### config.mk
export PLATFORM = sky130hd
export DESIGN_NAME = hex_display_top
export DESIGN_NICKNAME = d
export VERILOG_FILES = /design/src/rtl/hex_display_pkg.sv /design/src/rtl/seg7_decoder.sv /design/src/rtl/hex_display_top.sv
export SDC_FILE = /design/constraint.sdc
export NUM_CORES = 1
export LEC_CHECK = 0
export CAP_MARGIN = 10
export CORE_ASPECT_RATIO = 2
export CORE_MARGIN = 2
export CORE_UTILIZATION = 43
export DETAILED_ROUTE_END_ITERATION = 8
export SYNTH_ARGS = -nofsm -noshare
export SYNTH_HDL_FRONTEND = slang
export SYNTH_HIERARCHICAL = 1
export SYNTH_SLANG_ARGS = --single-unit
### constraint.sdc
create_clock -name clk -period 5.7 [get_ports clk]
set_input_delay 1.14 -clock clk [delete_from_list [all_inputs] [get_ports clk]]
set_output_delay 1.14 -clock clk [all_outputs]
set_load 0.02 [all_outputs]
### src/rtl/hex_display_pkg.sv
// Shared constants and types for the 8-digit hexadecimal seven-segment display.
package hex_display_pkg;

  localparam int unsigned NUM_DIGITS = 8;
  localparam int unsigned SEG_W      = 7;

  // Active-low abcdefg codes; bit 6 = a ... bit 0 = g.
  localparam logic [SEG_W-1:0] SEG_TABLE [16] = '{
    7'h01, 7'h4F, 7'h12, 7'h06,
    7'h4C, 7'h24, 7'h20, 7'h0F,
    7'h00, 7'h04, 7'h08, 7'h60,
    7'h31, 7'h42, 7'h30, 7'h38
  };

  typedef logic [2:0] digit_idx_t;

endpackage

### src/rtl/seg7_decoder.sv
// Hex nibble to active-low seven-segment code, purely combinational.
module seg7_decoder
  import hex_display_pkg::*;
(
  input  logic [3:0]       nibble,
  output logic [SEG_W-1:0] a_to_g
);

  // Table lookup of the segment pattern for the nibble.
  always_comb begin
    a_to_g = SEG_TABLE[nibble];
  end

endmodule

### src/rtl/hex_display_top.sv
// Free-running 32-bit counter shown in hex on an 8-digit multiplexed
// common-anode seven-segment display.
module hex_display_top
  import hex_display_pkg::*;
#(
  parameter int unsigned REFRESH_BITS = 2,
  parameter int unsigned TICK_BITS    = 4
) (
  input  logic                  clk,
  input  logic                  rst,
  output logic [NUM_DIGITS-1:0] an,
  output logic [SEG_W-1:0]      a_to_g
);

  localparam int unsigned CNT_W = REFRESH_BITS + 3;

  logic [CNT_W-1:0]     refresh_cnt;
  logic [TICK_BITS-1:0] prescaler;
  logic [31:0]          value;
  digit_idx_t           idx;
  logic [3:0]           nibble;

  // Scan counter, tick prescaler and displayed value; async active-low clear.
  always_ff @(posedge clk or negedge rst) begin
    if (!rst) begin
      refresh_cnt <= '0;
      prescaler   <= '0;
      value       <= '0;
    end else begin
      refresh_cnt <= refresh_cnt + CNT_W'(1);
      prescaler   <= prescaler + TICK_BITS'(1);
      if (prescaler == '1) begin
        value <= value + 32'd1;
      end
    end
  end

  // Digit select from the top three scan bits; drive its anode and nibble.
  always_comb begin
    idx    = refresh_cnt[CNT_W-1 -: 3];
    an     = ~(NUM_DIGITS'(1) << idx);
    nibble = value[{idx, 2'b00} +: 4];
  end

  seg7_decoder u_seg7_decoder (
    .nibble (nibble),
    .a_to_g (a_to_g)
  );

endmodule

* Word-level counts from Yosys, hierarchy flattened
Memories as Yosys holds them, arrays and structs flattened.
Cells that the tools add are included.
** Storage, ports and cells
- Bits in registers :: 41
- Bits in read-only memories :: 112
- Input port bits :: 2
- Output and inout port bits :: 15
- Logic and storage cells :: 15
- Memories :: 1
** Cells by class
- Add/sub/neg operators :: 3
- Magnitude comparators :: 1
- Eq/ne operators :: 1
- Shift-type cells :: 2
- Muxes and demuxes :: 2
- Bitwise gates (word level) :: 2
** Memories
- (no name shown) :: depth 16, width 7, rd ports 1, clocked after Yosys merged registers in 0, write ports 0, RTL line seg7_decoder.sv:11 : a_to_g = SEG_TABLE[nibble];
** Operators by type and width (count)
- adder 32 x 1 -> 32 bit, second input constant :: 1
- indexed part select 32 x 6 -> 4 bit :: 1
- two-way mux 7 bit :: 2
- NOT 8 bit :: 1
- << shifter 1 x 3 -> 8 bit, first input constant :: 1
- adder 5 x 1 -> 5 bit, second input constant :: 1
- >= comparator 5 bit, second input constant :: 1
- NOT 4 -> 5 bit :: 1
- adder 4 x 1 -> 4 bit, second input constant :: 1
- == test 4 bit, second input constant :: 1

* Longest topological paths before layout
- Depth in word-level cells :: 5
- Mapped depth :: 8
- Depth with buffers taken out :: 7

* Hierarchy
Netlist, hierarchy kept.
** Modules (own cells, without submodules)
- hex_display_top :: times used 1, cells each 173, area each 2137.0 sq um, seq. area each 1026.0 sq um
- seg7_decoder :: times used 1, cells each 33, area each 269.0 sq um, seq. area each 0.0 sq um

* Worst setup path before layout
No wires, ideal clock.
- Path type :: reg2out
- From :: reg refresh_cnt[2]
- To :: out a_to_g[3]
- Arrival time :: 2.195 ns
- Required time :: 4.560 ns
- Setup slack :: 2.365 ns
- Stages on the path, launching flop included :: 8
- Buffers on the path :: 1
- Cell sequence :: dfrtp_1 > buf_2 > mux4_2 > mux2_2 > inv_1 > ha_1 > inv_1 > mux4_2
** Between the ends
- Word-level cells in the longest chain between the ends :: 5
** Ends and longest elaborated chain
- start: declaration :: RTL line hex_display_top.sv:17 : logic [CNT_W-1:0] refresh_cnt;
- start signal: assignment :: RTL line hex_display_top.sv:30 : refresh_cnt <= refresh_cnt + CNT_W'(1);
- indexed part select 32 x 6 -> 4 bit :: RTL line hex_display_top.sv:42 : nibble = value[{idx, 2'b00} +: 4];
- net nibble[0] :: RTL line hex_display_top.sv:21 : logic [3:0] nibble;
- NOT 4 -> 5 bit (not written as such) :: RTL line seg7_decoder.sv:11
- memory read (16 x 7 bit)
- two-way mux 7 bit (not written as such) (2 in series) :: RTL line seg7_decoder.sv:11
- end: declaration :: RTL line hex_display_top.sv:12 : output logic [SEG_W-1:0] a_to_g
The timed path passes the listed nets, and every way through them passes these cells. The select of a mux whose other input is x is not followed.

* Worst setup path after layout
Ends and elaborated chain as after synthesis.

==> results.py <==
metrics = {
    "sta": {
        "rsz0062_at_grt": "no",
        "setup_viol": 0,
        "fin_tns_setup_ps": 0,
        "period_minus_slack_ps": 4520,
        "slew_headroom": 0.388,
        "max_freq_mhz": 221,
        "drv_slew": 0,
        "min_period_over_period": 0.793,
        "max_slew.worst_pin.slew_ps": 919,
        "timing.final.hold_violations": 0,
        "clock_skew_ps": 6.68,
    },
    "synthesis": {
        "synth_xor_area_frac": 0.131,
        "synth_ff_type": "dfrtp_1",
        "muxShareOfSynthArea": 0.134,
        "ys_seq_area_frac": 0.426,
        "synth_edf_count": 0,
        "synth-simple-area-share": 0.215,
        "netlist_area_um2": 2410,
        "synthAdderAreaFrac": 0.0520,
        "ys_top_cells_by_area": "dfrtp_1, xnor2_1, mux4_2",
        "synth_compound_area_frac": 0.0156,
        "synth-seq-cells": 41,
        "yosys.area.top_type_share": 0.426,
        "synth_top_area_cell": "dfrtp_1",
        "syn_avg_cell_area_um2": 11.7,
        "yosys-top-cells-count": "dfrtp_1, xnor2_1, nand3_1",
        "synth.distinct_cells": 38,
        "syn_nets": 218,
        "synth_warnings": 6,
        "post-synth-top-count-cell": "dfrtp_1",
        "syn_inst": 206,
        "async_flop_share": 1.00,
        "synth_top_family_by_area": "simple AND/OR/NAND/NOR gates",
    },
    "floorplan": {
        "fp.dieW_um": 56.9,
        "rows": 38,
        "ios": 17,
        "initial_core_util": 0.444,
        "core_um2": 5420,
        "fp.dieArea_um2": 6250,
        "die_h_um": 110,
    },
    "flow_run": {
        "cap_violations": 0,
    },
    "clock_network": {
        "clk_pin_slew_ps": 70,
        "postCtsSetupBuffers": 0,
        "cts-htree-levels": 2,
        "clock_path_buffers": 2,
        "clock_sinks": 41,
        "cts_hold_buf": 0,
        "cts_buffers": 5,
        "cts.repair.resized": 0,
        "clock_latency_ps": 300,
        "cts_tree": "yes",
        "ctsRootBufferMaster": "clkbuf_8",
    },
    "global_route": {
        "grt_antenna_before_repair": 0,
        "first_global_vias": 1682,
        "grtUsageMet3": 0.0353,
        "grt-busiest-layer": "met2",
        "grt_max_degree": 42,
        "grt_pass1_wl_mm": 8.56,
        "grt_overflow": 0,
        "grt_use_met2": 0.313,
        "met1_usage": 0.208,
        "grt_usage": 0.181,
    },
    "min_path": {
        "hp-class": "flop to flop",
        "hold_start": "refresh_cnt[0]",
    },
    "power": {
        "power_leakage_nw": 1.10,
        "p_int_w": 0.000387,
        "p_comb_frac": 0.012,
        "seqPwrFrac": 0.593,
        "sw_frac_of_total": 0.211,
        "power.density_nw_per_um2": 182,
        "clkPwrFrac": 0.395,
        "peakVddDrop_uv": 160,
        "p_sw_w": 0.000104,
    },
    "setup_path": {
        "cp_slowest_stage_delay_ps": 830,
        "critPathLaunchType": "flop",
        "crit_path_max_fanout": 19,
        "path_cells": "mux4_2 > mux2_2 > inv_1 > ha_1 > inv_1 > mux4_2 > clkdlybuf4s50_1",
        "rr_startpoint": "value[0]",
        "cp_top_family": "multiplexers",
        "cp_slowest_cell": "dfrtp_1",
        "worst-path-buf-inv": 3,
        "worstSetupEndpointType": "primary output",
        "critPathArrivalTime_ps": 3380,
        "critical_path_required_ps": 4560,
        "critical_path.startpoint": "refresh_cnt[2]",
        "path_class": "flop to primary output",
    },
    "final_layout": {
        "final_nets": 234,
        "drive_gt1_frac": 0.158,
        "synthToLayoutAreaGrowth_pct": 11.8,
        "n_fill_cell": 513,
        "final_area_um2": 2690,
        "diodes": 0,
    },
    "placed_design": {
        "port_buffers": 16,
        "place_congestion": 0.816,
        "dp_hpwl_mm": 3.75,
        "place_area_um2": 2600,
    },
    "drt": {
        "drtIter0Drc": 90,
        "vias": 1617,
        "first_pass_iters": 4,
        "drt-vias-per-instance": 5.73,
        "routed_wl_mm": 4.92,
        "ant_nets": 0,
        "drc": 0,
        "wl_per_cell_um": 17.5,
    },
    "run_status": {
        "outcome": "finished, final reports clean",
    },
}
worst register-to-register path, stage by stage, from the launching register on:
cell	delay, ps
dfrtp_1	460
ha_1	230
nand4_2	190
nor4_2	530
nand4_1	180
xnor2_1	160
metal layers:
metal	wire, um	share of wire
met2	2830	0.57
met1	1830	0.37
met3	97	0.020
met5	0	0
met4	170	0.035
kinds of logic (layout without fill, tap and decap cells):
kind of cell             after synthesis  count (layout)
adder cells (fa/ha/maj)               10              10
multiplexers                          20              20
XOR/XNOR                              36              36
AND/OR/NAND/NOR                       79              79
flip-flops                            41              41
AO/OA/AOI/OAI                          6               6
buffers and inverters                 14              30
stage by stage:
stage          worst slack [ps]   util  hold WS [ps]  instances  power [W]
6_report                   1180  0.496           454        282   0.000490
5_1_grt                     966  0.496           502        282   0.000513
4_1_cts                    1140  0.496           460        282   0.000501
3_5_place_dp               1460  0.480           449        275   0.000303
3_3_place_gp               1530  0.480           446        275   0.000303
2_1_floorplan              2370      -           421        206   0.000296
flip-flops by register name, summed over array words and instances (netlist names):
signal,count
value,32
prescaler,4
refresh_cnt,5
placed cells by master (no fill, tap or decap), drive strengths merged, types with 3 or more instances in the layout:
master          n
inv             7
clkdlybuf4s50  15
ha             10
nor2           12
nand3b          3
and3            3
nor4            3
xnor2          29
nor3            5
xor2            7
nand4          15
mux2i           6
nand2          11
clkbuf          6
mux4            9
nand3          18
mux2            5
dfrtp          41
path summary, 6_finish.rpt:
path	to	slack (ps)	cells past startpoint
min reg2reg	refresh_cnt[0]	450	1
min in group asynchronous	prescaler[3]	970	1
min	refresh_cnt[0]	450	1
max in group asynchronous	value[10]	4150	1
max	a_to_g[3]	1180	7
max reg2reg	value[26]	3850	5
layout make-up:
type / instances / area [um^2] / area share
Multi-Input combinational cell: 151 / 1320 / 0.490
Sequential cell: 41 / 1030 / 0.381
Timing Repair Buffer: 16 / 155 / 0.0577
Clock buffer: 6 / 82.6 / 0.0307
Tap cell: 60 / 75.1 / 0.0279
Inverter: 7 / 26.3 / 0.00977
Clock inverter: 1 / 7.51 / 0.00279
power groups by stage:
| stage | sequential, W | combinational, W | clock (W) |
|---|---|---|---|
| after floorplan | 0.000296 | 0.000000000468 | 0 |
| after global placement | 0.000296 | 0.00000619 | 0 |
| after detailed placement | 0.000296 | 0.00000630 | 0 |
| after CTS | 0.000291 | 0.00000630 | 0.000204 |
| after global routing | 0.000291 | 0.00000695 | 0.000215 |
| final | 0.000291 | 0.00000572 | 0.000194 |
No activity file was read; power rests on OpenSTA's default activity.
